<file path="config.mk">
export PLATFORM = sky130hd
export DESIGN_NAME = fpdiv
export DESIGN_NICKNAME = d
export VERILOG_FILES = /design/src/rtl/fpdiv.sv
export SDC_FILE = /design/constraint.sdc
export NUM_CORES = 1
export LEC_CHECK = 0
export BUFFER_PORTS_ARGS = -buffer_cell sky130_fd_sc_hd__buf_2
export CORE_UTILIZATION = 55
export DETAILED_ROUTE_END_ITERATION = 16
export GPL_ROUTABILITY_DRIVEN = 0
export MAX_ROUTING_LAYER = met4
export PLACE_DENSITY = 0.74
export SLEW_MARGIN = 15
export SYNTH_ARGS = -nofsm -noshare
export SYNTH_HDL_FRONTEND = slang
export SYNTH_SLANG_ARGS = --single-unit
</file>
<file path="constraint.sdc">
create_clock -name clk -period 3.6 [get_ports clk]
set_input_delay 0.72 -clock clk [delete_from_list [all_inputs] [get_ports clk]]
set_output_delay 0.72 -clock clk [all_outputs]
set_load 0.05 [all_outputs]
</file>
<file path="src/rtl/fpdiv.sv">
// Iterative bfloat16 divider y = x1 / x2: radix-2 restoring quotient over 11 cycles,
// then one cycle to normalise, round to nearest-even and register the result.
module fpdiv (
  input  logic        clk,
  input  logic        rst,
  input  logic [15:0] x1,
  input  logic [15:0] x2,
  input  logic        en,
  output logic [15:0] y,
  output logic        ready,
  output logic        busy
);

  typedef enum logic [1:0] {
    IDLE  = 2'd0,
    DIV   = 2'd1,
    ROUND = 2'd2
  } state_t;

  state_t      state_q, state_d;
  logic [3:0]  cnt_q, cnt_d;
  logic        s_q, s_d;
  logic [7:0]  e_q, e_d;
  logic [7:0]  mb_q, mb_d;
  logic [8:0]  rem_q, rem_d;
  logic [10:0] q_q, q_d;
  logic        z1_q, z1_d;
  logic        z2_q, z2_d;
  logic [15:0] y_q, y_d;
  logic        ready_q, ready_d;

  // One restoring step: bit 9 of the trial difference is the borrow.
  logic [9:0]  trial;
  logic        qbit;
  logic [8:0]  rem_keep;

  always_comb begin
    trial    = {1'b0, rem_q} - {2'b00, mb_q};
    qbit     = ~trial[9];
    rem_keep = qbit ? trial[8:0] : rem_q;
  end

  // Normalisation and rounding. The quotient always has q[10] or q[9] set, so only
  // the 7 fraction bits are tracked; a carry out of them means the significand hit 2.0.
  logic [6:0]  man_pre;
  logic        g_bit;
  logic        s_bit;
  logic        inc;
  logic        carry;
  logic [6:0]  man;
  logic [7:0]  exp_n;
  logic [7:0]  exp_r;
  logic [15:0] result;

  always_comb begin
    man_pre      = q_q[10] ? q_q[9:3] : q_q[8:2];
    g_bit        = q_q[10] ? q_q[2] : q_q[1];
    s_bit        = (q_q[10] ? (|q_q[1:0]) : q_q[0]) | (|rem_q);
    inc          = g_bit & (s_bit | man_pre[0]);
    {carry, man} = {1'b0, man_pre} + {7'd0, inc};
    exp_n        = q_q[10] ? e_q : e_q - 8'd1;
    exp_r        = exp_n + {7'd0, carry};
    if (z1_q && z2_q) begin
      result = 16'h7FC0;
    end else if (z2_q) begin
      result = {s_q, 8'hFF, 7'd0};
    end else if (z1_q) begin
      result = {s_q, 15'd0};
    end else begin
      result = {s_q, exp_r, man};
    end
  end

  always_comb begin
    state_d = state_q;
    cnt_d   = cnt_q;
    s_d     = s_q;
    e_d     = e_q;
    mb_d    = mb_q;
    rem_d   = rem_q;
    q_d     = q_q;
    z1_d    = z1_q;
    z2_d    = z2_q;
    y_d     = y_q;
    ready_d = 1'b0;
    case (state_q)
      IDLE: begin
        if (en) begin
          state_d = DIV;
          s_d     = x1[15] ^ x2[15];
          e_d     = x1[14:7] - x2[14:7] + 8'd127;
          rem_d   = {2'b01, x1[6:0]};
          mb_d    = {1'b1, x2[6:0]};
          z1_d    = (x1[14:0] == 15'd0);
          z2_d    = (x2[14:0] == 15'd0);
          q_d     = '0;
          cnt_d   = '0;
        end
      end
      DIV: begin
        q_d   = {q_q[9:0], qbit};
        rem_d = rem_keep << 1;
        cnt_d = cnt_q + 4'd1;
        if (cnt_q == 4'd10) begin
          state_d = ROUND;
          cnt_d   = '0;
        end
      end
      ROUND: begin
        state_d = IDLE;
        ready_d = 1'b1;
        y_d     = result;
      end
      default: begin
        state_d = IDLE;
      end
    endcase
  end

  always_ff @(posedge clk or posedge rst) begin
    if (rst) begin
      state_q <= IDLE;
      cnt_q   <= '0;
      s_q     <= 1'b0;
      e_q     <= '0;
      mb_q    <= '0;
      rem_q   <= '0;
      q_q     <= '0;
      z1_q    <= 1'b0;
      z2_q    <= 1'b0;
      y_q     <= '0;
      ready_q <= 1'b0;
    end else begin
      state_q <= state_d;
      cnt_q   <= cnt_d;
      s_q     <= s_d;
      e_q     <= e_d;
      mb_q    <= mb_d;
      rem_q   <= rem_d;
      q_q     <= q_d;
      z1_q    <= z1_d;
      z2_q    <= z2_d;
      y_q     <= y_d;
      ready_q <= ready_d;
    end
  end

  assign y     = y_q;
  assign ready = ready_q;
  assign busy  = (state_q != IDLE);

endmodule
</file>
==> impl_metrics.ini, run 1 <==
[min_path]
hold_path_class = input pin to async pin

[power]
p_total_mw = 4.078
p_leak_nw = 2.119
p_per_area_nw_per_um2 = 928.1
vdd_drop_max_v = 0.0005648

[critical_path]
crit_fanout = 23
start_kind = flop
path_buf_inv = 1
worst_path_most_repeated_cell = nand2_1
cpPeakStageDelay_ps = 830
crit_chain = inv_1 > nand2_1 > a21oi_1 > nand2_1 > nor2_1 > ha_1 > nand2_1 > a2bb2oi_1 > mux2i_1 > mux2i_1 > nand3_1
crit_family = flip-flops
required_ps = 3830
cp-end-kind = flop
cpMaxStageDelayCell = dfrtp_1
cp.depth = 11
worstPathArrival_ps = 3150
ff2ff_path_depth = 11
crit_type = flop to flop

[routing]
post_drt_wl_per_cell_um = 14.61
drt-total-wl_um = 8325
drc = 0
final_antenna_net_count = 0
vias = 3219
firstDrtPassIters = 4
vias_per_cell = 5.647
drt-initial-drc-count = 154

[finish]
final_nets = 533
design_area_um2 = 4394
area_growth_pct = 13.69
stdcell_count = 570
drive_gt1_share_pct = 18.35
antennaDiodeCount = 0
fin_util_pct = 64.68

[floorplanning]
initial_core_util_pct = 56.89
dieWidth_um = 85.83
core_um2 = 6794
pin_count = 53
fp.dieH_um = 85.83
rows = 30
die-area_um2 = 7367

[placed_design]
placed_cell_area_um2 = 4172
place_inst = 554
io_buffers = 52
hpwl_um = 6015
pre_cts_ws_ps = 794.9

[clocking]
cts.htree.levels = 3
clk_pin_slew_ps = 70
cts_root_buf = clkbuf_8
cts_tree = built
cts_buffers = 9
post_cts.repair.setup_buffers = 0
cts.sinks = 62
clockBufferDepth = 2
cts_hold_buf = 0
clk_latency_ps = 350
cts_resized = 0

[global_route]
grt_max_degree = 54
antenna_found_initial = 0
grt_overflow = 0
grt_pass1_vias = 3071
busiest_layer = met2
grtUsageTotal_pct = 25.69
use_met2_pct = 40.73
use_met3_pct = 5.871
grt_pass1_wl_um = 14330
grt_use_met1_pct = 32.54

[timing]
skew_ps = 10.13
slew_headroom_pct = 50.20
setup-tns-final_ps = 0
postLayoutSetupSlackWorst_ps = 687.4
fin_crit_sh_pct = 80.91
drv_slew = 0
rsz0062_at_grt = no
whs_ps = 261.8
worst_pin_slew_ps = 746.9
timing.fmax_mhz = 343.3
hold_violations = 0
setup_violations = 0
final.min_clock_period_ps = 2913

[synth]
synth_area_leaders = dfrtp_1, ha_1, nand2_1, o21ai_0, xnor2_1
synth_nets = 484
synth_flop_cell = dfrtp_1
syn-instance-count = 420
yosysUniqueCellTypes = 57
ys_seq_area_share_pct = 40.14
yosysMostFrequentCell = nand2_1
synth_area_um2 = 3865
async_reset_ff_share_pct = 100.0
avgSynthCellArea_um2 = 9.202
yosys-top-cells-count = nand2_1, dfrtp_1, o21ai_0
ys.warnings.count = 0
yosysTopAreaCell = dfrtp_1
synth_top_area_share_pct = 40.14
synth_edf_count = 0
synth_seq_cells = 62

[run]
drv_cap = 0

[run_status]
status = finished clean
## worst register-to-register path: cells and delay by family, from the launching register on
kind            cells  cell delay [ps]
flops               1              830
mux                 2              520
compound gates      2              510
simple gates        5              490
fa+ha+maj           1              240
buf+inv             1              200
## routing by layer
layer,share of wire (%),vias up
met3,3.9,18
met4,2.1,0
met1,47,1531
li1,-,1595
met5,0,-
met2,47,75
## final timing paths
path	from	endpoint	slack [ps]
min reg2reg	mb_q[7]	mb_q[7]	460
max	q_q[10]	y[12]	690
max in group asynchronous	rst	mb_q[4]	2420
max reg2reg	q_q[10]	y[12]	690
min in group clk	mb_q[7]	mb_q[7]	460
min	rst	y[12]	260
## where the power goes
| part | internal [mW] | total (mW) | switching, mW | leakage, nW |
|---|---|---|---|---|
| Sequential | 0.983 | 1.31 | 0.324 | 0.794 |
| Combinational | 0.878 | 2.09 | 1.21 | 1.22 |
| Clock | 0.406 | 0.683 | 0.277 | 0.108 |
## sequential cells by signal, indices dropped and copies added (netlist names)
register  cells
z2_q          1
rem_q         9
cnt_q         4
s_q           1
ready         1
z1_q          1
mb_q          8
y            16
state_q       2
q_q          11
e_q           8
## cells in the final DEF (no fill, tap or decap), types with 3 or more instances in the layout
cell and n:
a21oi_1 22, a22o_1 15, a311o_1 3, and3_1 3, buf_2 52, buf_4 5
clkbuf_8 10, dfrtp_1 62, ha_1 27, inv_1 26, mux2i_1 7, nand2_1 65
nand2b_1 5, nand3_1 6, nand3b_1 3, nand4_1 4, nor2_1 17, nor2b_1 6
nor3_1 12, nor4_1 9, o21ai_0 39, o221ai_1 3, or3_1 3, xnor2_1 18
xor2_1 3
## area by class of cell
| cell class | instances | area [µm²] |
|---|---|---|
| fill | 579 | 2400 |
| multi-input combinational | 311 | 2097 |
| sequential | 62 | 1551 |
| timing repair buffer | 57 | 297.8 |
| clock buffer | 10 | 137.6 |
| tap | 96 | 120.1 |
| inverter | 28 | 105.1 |
| clock inverter | 6 | 85.08 |
## kinds of logic (layout without fill, tap and decap cells)
group	count (synthesis)	count (layout)	synth area share (%)
AO/OA/AOI/OAI	109	109	18.78
XOR/XNOR	21	21	4.759
adder cells (fa/ha/maj)	29	29	9.777
buffers and inverters	47	101	5.698
flip-flops	62	62	40.14
multiplexers	8	8	2.104
AND/OR/NAND/NOR	144	144	18.74
Power figures use the tool's default switching activity.
==> run 2: changes to the inputs <==
CORE_UTILIZATION = 52   (was 55)
PLACE_DENSITY = 0.73   (was 0.74)
clock period = 2.47 ns   (was 3.6 ns; I/O delays follow)
==> run 2 against run 1 <==
Setup slack got worse by 510 ps; sequential power increased by 43%; design area increased by 3.1%; hold slack got worse by 130 ps; global-route usage decreased by 0.10 points; total power increased by 50%; non-clock buffer count increased by 11; largest cell class unchanged; largest power group unchanged.
==> impl_metrics.ini, run 2 (synthesis results as in run 1) <==
[clocking]
cts_hold_buf = 0
cts.htree.levels = 3
cts_root_buf = clkbuf_8
cts_buffers = 9
clockBufferDepth = 2
cts.sinks = 62
clk_latency_ps = 350
clk_pin_slew_ps = 70
cts_tree = built

[timing]
whs_ps = 132.8
setup_violations = 0
worst_pin_slew_ps = 679.4
setup-tns-final_ps = 0
postLayoutSetupSlackWorst_ps = 173.8
hold_violations = 0
timing.fmax_mhz = 435.5
drv_slew = 0
final.min_clock_period_ps = 2296
fin_crit_sh_pct = 92.96
skew_ps = 10.44
slew_headroom_pct = 54.36

[routing]
firstDrtPassIters = 4
final_antenna_net_count = 0
drc = 0
post_drt_wl_per_cell_um = 14.96
drt-total-wl_um = 8737
vias = 3304
vias_per_cell = 5.658
drt-initial-drc-count = 147

[placed_design]
hpwl_um = 6252
io_buffers = 52
pre_cts_ws_ps = 25.43
place_inst = 565

[run_status]
status = finished clean

[critical_path]
required_ps = 2720
worstPathArrival_ps = 2540
path_buf_inv = 2
cpPeakStageDelay_ps = 460
worst_path_most_repeated_cell = nand2_1
start_kind = flop
cpMaxStageDelayCell = dfrtp_2
crit_chain = buf_4 > nand2_1 > a21oi_2 > nand2_1 > nor2_1 > ha_2 > nand2_1 > a2bb2oi_2 > buf_4 > a211oi_2 > xnor2_1 > o311ai_2
crit_family = compound AO/OA/AOI/OAI gates
crit_type = flop to flop
crit_fanout = 8
cp-end-kind = flop

[floorplanning]
initial_core_util_pct = 53.57
pin_count = 53
core_um2 = 7214
fp.dieH_um = 88.21
dieWidth_um = 88.21
rows = 31
die-area_um2 = 7781

[finish]
antennaDiodeCount = 0
final_nets = 544
largest_reg_flops = 16
final_cell_mix = nand2_1, dfrtp_1, buf_2, o21ai_0
area_growth_pct = 17.19
fillers = 639
multi_input_area_um2 = 2120
stdcell_count = 584
regArea_um2 = 1553
layout_commonest_cell = nand2_1
drive_gt1_share_pct = 21.44

[power]
switching_share_pct = 44.19
p_leak_nw = 2.183
p_per_area_nw_per_um2 = 1352
vdd_drop_max_v = 0.0008054
power_switching_mw = 2.706
p_total_mw = 6.123
clockPowerShare_pct = 16.5
internal_power_mw = 3.417
combPwrFrac_pct = 53.0
pwr-share-seq_pct = 30.5

[global_route]
grt_max_degree = 46
grtUsageTotal_pct = 25.59
grt_pass1_vias = 3199
grt_overflow = 0
grt_pass1_wl_um = 14810
antenna_found_initial = 0

[run]
drv_cap = 0

[min_path]
hold_path_class = input pin to async pin
## run 2: timing repair
action,4_1_cts,5_1_grt
gates resized for setup,0,9
buffers inserted,0,3
setup endpoints to repair,0,11
## run 2: worst paths after layout
kind	depth (start not counted)	from	to	slack (ps)
worst min-delay path	2	rst	cnt_q[3]	130
min in group clk	3	x2[5]	mb_q[5]	370
worst min register to register	2	mb_q[7]	mb_q[7]	450
worst max-delay path	12	q_q[10]	y[14]	170
max in group asynchronous	3	rst	q_q[10]	1740
worst max register to register	12	q_q[10]	y[14]	170
## run 2: layout make-up
cell class,count,area share (%)
timing repair buffer,68,8.950
clock buffer,10,3.039
sequential,62,34.28
multi-input combinational,311,46.80
clock inverter,6,1.878
tap,99,2.735
inverter,28,2.320
## run 2: layer usage
metal / up-vias / track usage [%] / share of wire, %
met4: 0 / 11.44 / 2.2
met1: 1578 / 32.66 / 47
li1: 1617 / - / -
met3: 19 / 4.478 / 4.7
met2: 90 / 39.86 / 46
met5: - / - / 0
## run 2: metrics by stage
stage,utilization [%],area (µm²)
floorplan,-,3866
global placement,59.05,4260
detailed placement,59.05,4260
CTS,62.14,4483
global route,62.78,4529
finish,62.78,4529
## run 2: power by group through the flow
stage | Sequential [mW] | Combinational, mW | Clock, mW
detailed placement | 1.87 | 3.12 | 0
finish | 1.87 | 3.24 | 1.01
floorplan | 2.04 | 2.24 | 0
CTS | 1.86 | 3.16 | 1.02
global placement | 1.85 | 3.04 | 0
global route | 1.93 | 3.65 | 1.07
==> run 3: changes to the inputs <==
CORE_ASPECT_RATIO = 0.8   (was unset)
CTS_CLUSTER_DIAMETER = 80   (was unset)
==> run 3 against run 2 <==
The run now ends with design-rule violations left; setup slack got worse by 1.0 ps; global-route usage fell by 1.0 points; critical endpoint is now rem_q[2]; critical path type unchanged; register-to-register slack barely moved; largest power group unchanged; via count fell by 3.2%; die area barely moved; routed wire length fell by 2.6%; critical path depth fell by 4.
==> impl_metrics.ini, run 3 (synthesis results as in run 1) <==
[run_status]
status = finished, violations left
violations = design-rule violations

[critical_path]
crit_start = rem_q[3]
ff2ff_path_depth = 8
required_ps = 2700
rrSetupSlack_ps = 170
cpPeakStageDelay_ps = 430
cpMaxStageDelayCell = dfrtp_1
r2r_end = rem_q[2]
worstPathArrival_ps = 2530
crit_path_end = rem_q[2]
cp-end-kind = flop
crit_type = flop to flop
crit_fanout = 11
start_kind = flop
crit_chain = ha_1 > a21o_1 > a21oi_1 > o21ai_0 > a41oi_1 > buf_4 > nor3_1 > a311o_1
rr_startpoint = rem_q[3]

[placed_design]
hpwl_um = 6291
placed_cell_area_um2 = 4233
io_buffers = 52

[power]
clockPowerShare_pct = 16.2
vdd_drop_max_v = 0.0007268
p_leak_nw = 2.166
internal_power_mw = 3.350
pwr-share-seq_pct = 31.2
p_total_mw = 5.999
switching_share_pct = 44.15
combPwrFrac_pct = 52.6
power_switching_mw = 2.649
p_per_area_nw_per_um2 = 1342

[timing]
whs_ps = 200.6
setup_violations = 0
drv_slew = 0
timing.fmax_mhz = 435.3
fin_crit_sh_pct = 93.01
hold_violations = 0
worst_pin_slew_ps = 651.7
slew_headroom_pct = 56.22
final.min_clock_period_ps = 2297
setup-tns-final_ps = 0
skew_ps = 11.10

[clocking]
cts.sinks = 62
clk_pin_slew_ps = 70
clockBufferDepth = 2
cts_tree = built
cts_resized = 0
cts.htree.levels = 3
clk_latency_ps = 350
cts_buffers = 9
cts_root_buf = clkbuf_8
cts_hold_buf = 0
post_cts.repair.setup_buffers = 0

[routing]
post_drt_wl_per_cell_um = 14.95
vias = 3197
firstDrtPassIters = 12
vias_per_cell = 5.619
drt-total-wl_um = 8507
drc = 2
drt-initial-drc-count = 176
final_antenna_net_count = 0

[finish]
area_growth_pct = 15.67
fin_util_pct = 63.62
design_area_um2 = 4471
final_nets = 541
largest_reg_flops = 16
layout_commonest_cell = nand2_1
final_cell_mix = nand2_1, dfrtp_1, buf_2, o21ai_0, inv_1
antennaDiodeCount = 0
drive_gt1_share_pct = 20.95

[global_route]
grt_pass1_wl_um = 14460
grt_overflow = 0
grt_max_degree = 38
grtUsageTotal_pct = 24.54
antenna_found_initial = 0
grt_pass1_vias = 3079

[floorplanning]
pin_count = 53
fp.dieH_um = 79.11
dieWidth_um = 98.39
initial_core_util_pct = 55.00
die-area_um2 = 7784
rows = 27
core_um2 = 7027

[run]
drv_cap = 0

[min_path]
hold_path_class = input pin to async pin
[run 3: worst max-delay path, delay by kind of cell, from the launching register on]
family	cells	cell delay [ps]
AOI/OAI and AO/OA	5	1110
DFF	1	430
adders and majority gates	1	370
buffers and inverters	1	220
and+or+nand+nor	1	60
[run 3: power groups by stage]
| stage | combinational, mW | sequential [mW] | clock [mW] |
|---|---|---|---|
| 3_5_place_dp | 3.10 | 1.87 | 0 |
| 6_report | 3.16 | 1.87 | 0.970 |
| 3_3_place_gp | 3.02 | 1.86 | 0 |
| 2_1_floorplan | 2.24 | 2.04 | 0 |
| 4_1_cts | 3.13 | 1.86 | 0.995 |
| 5_1_grt | 3.53 | 1.93 | 1.04 |
[run 3: layout make-up]
type,instances,area [µm²]
inverter,28,105.1
sequential,62,1553
clock inverter,3,40.04
timing repair buffer,65,370.4
fill,603,2556
multi-input combinational,311,2115
clock buffer,13,178.9
tap,87,108.9
[run 3: how the worst min path moves through the flow]
stage / end / startpoint / slack, ps
finish: y[13] / rst / 200
global route: y[13] / rst / 230
CTS: y[13] / rst / 210
detailed placement: mb_q[7] / mb_q[7] / 440
global placement: mb_q[7] / mb_q[7] / 440
floorplan: mb_q[7] / mb_q[7] / 420
[run 3: per-layer routing]
| layer | vias up | routed length [µm] | track usage (%) |
|---|---|---|---|
| met1 | 1493 | 4210 | 32.71 |
| met2 | 87 | 3790 | 36.76 |
| met3 | 10 | 403 | 5.898 |
| met4 | 0 | 103 | 8.806 |
| li1 | 1607 | - | - |
| met5 | - | 0 | - |
[run 3: metrics by stage]
stage          setup WS [ps]  cells
6_report               172.8    569
3_5_place_dp           43.75    553
4_1_cts                85.35    569
3_3_place_gp           124.2    553
2_1_floorplan          43.17    420
5_1_grt              -0.6566    569
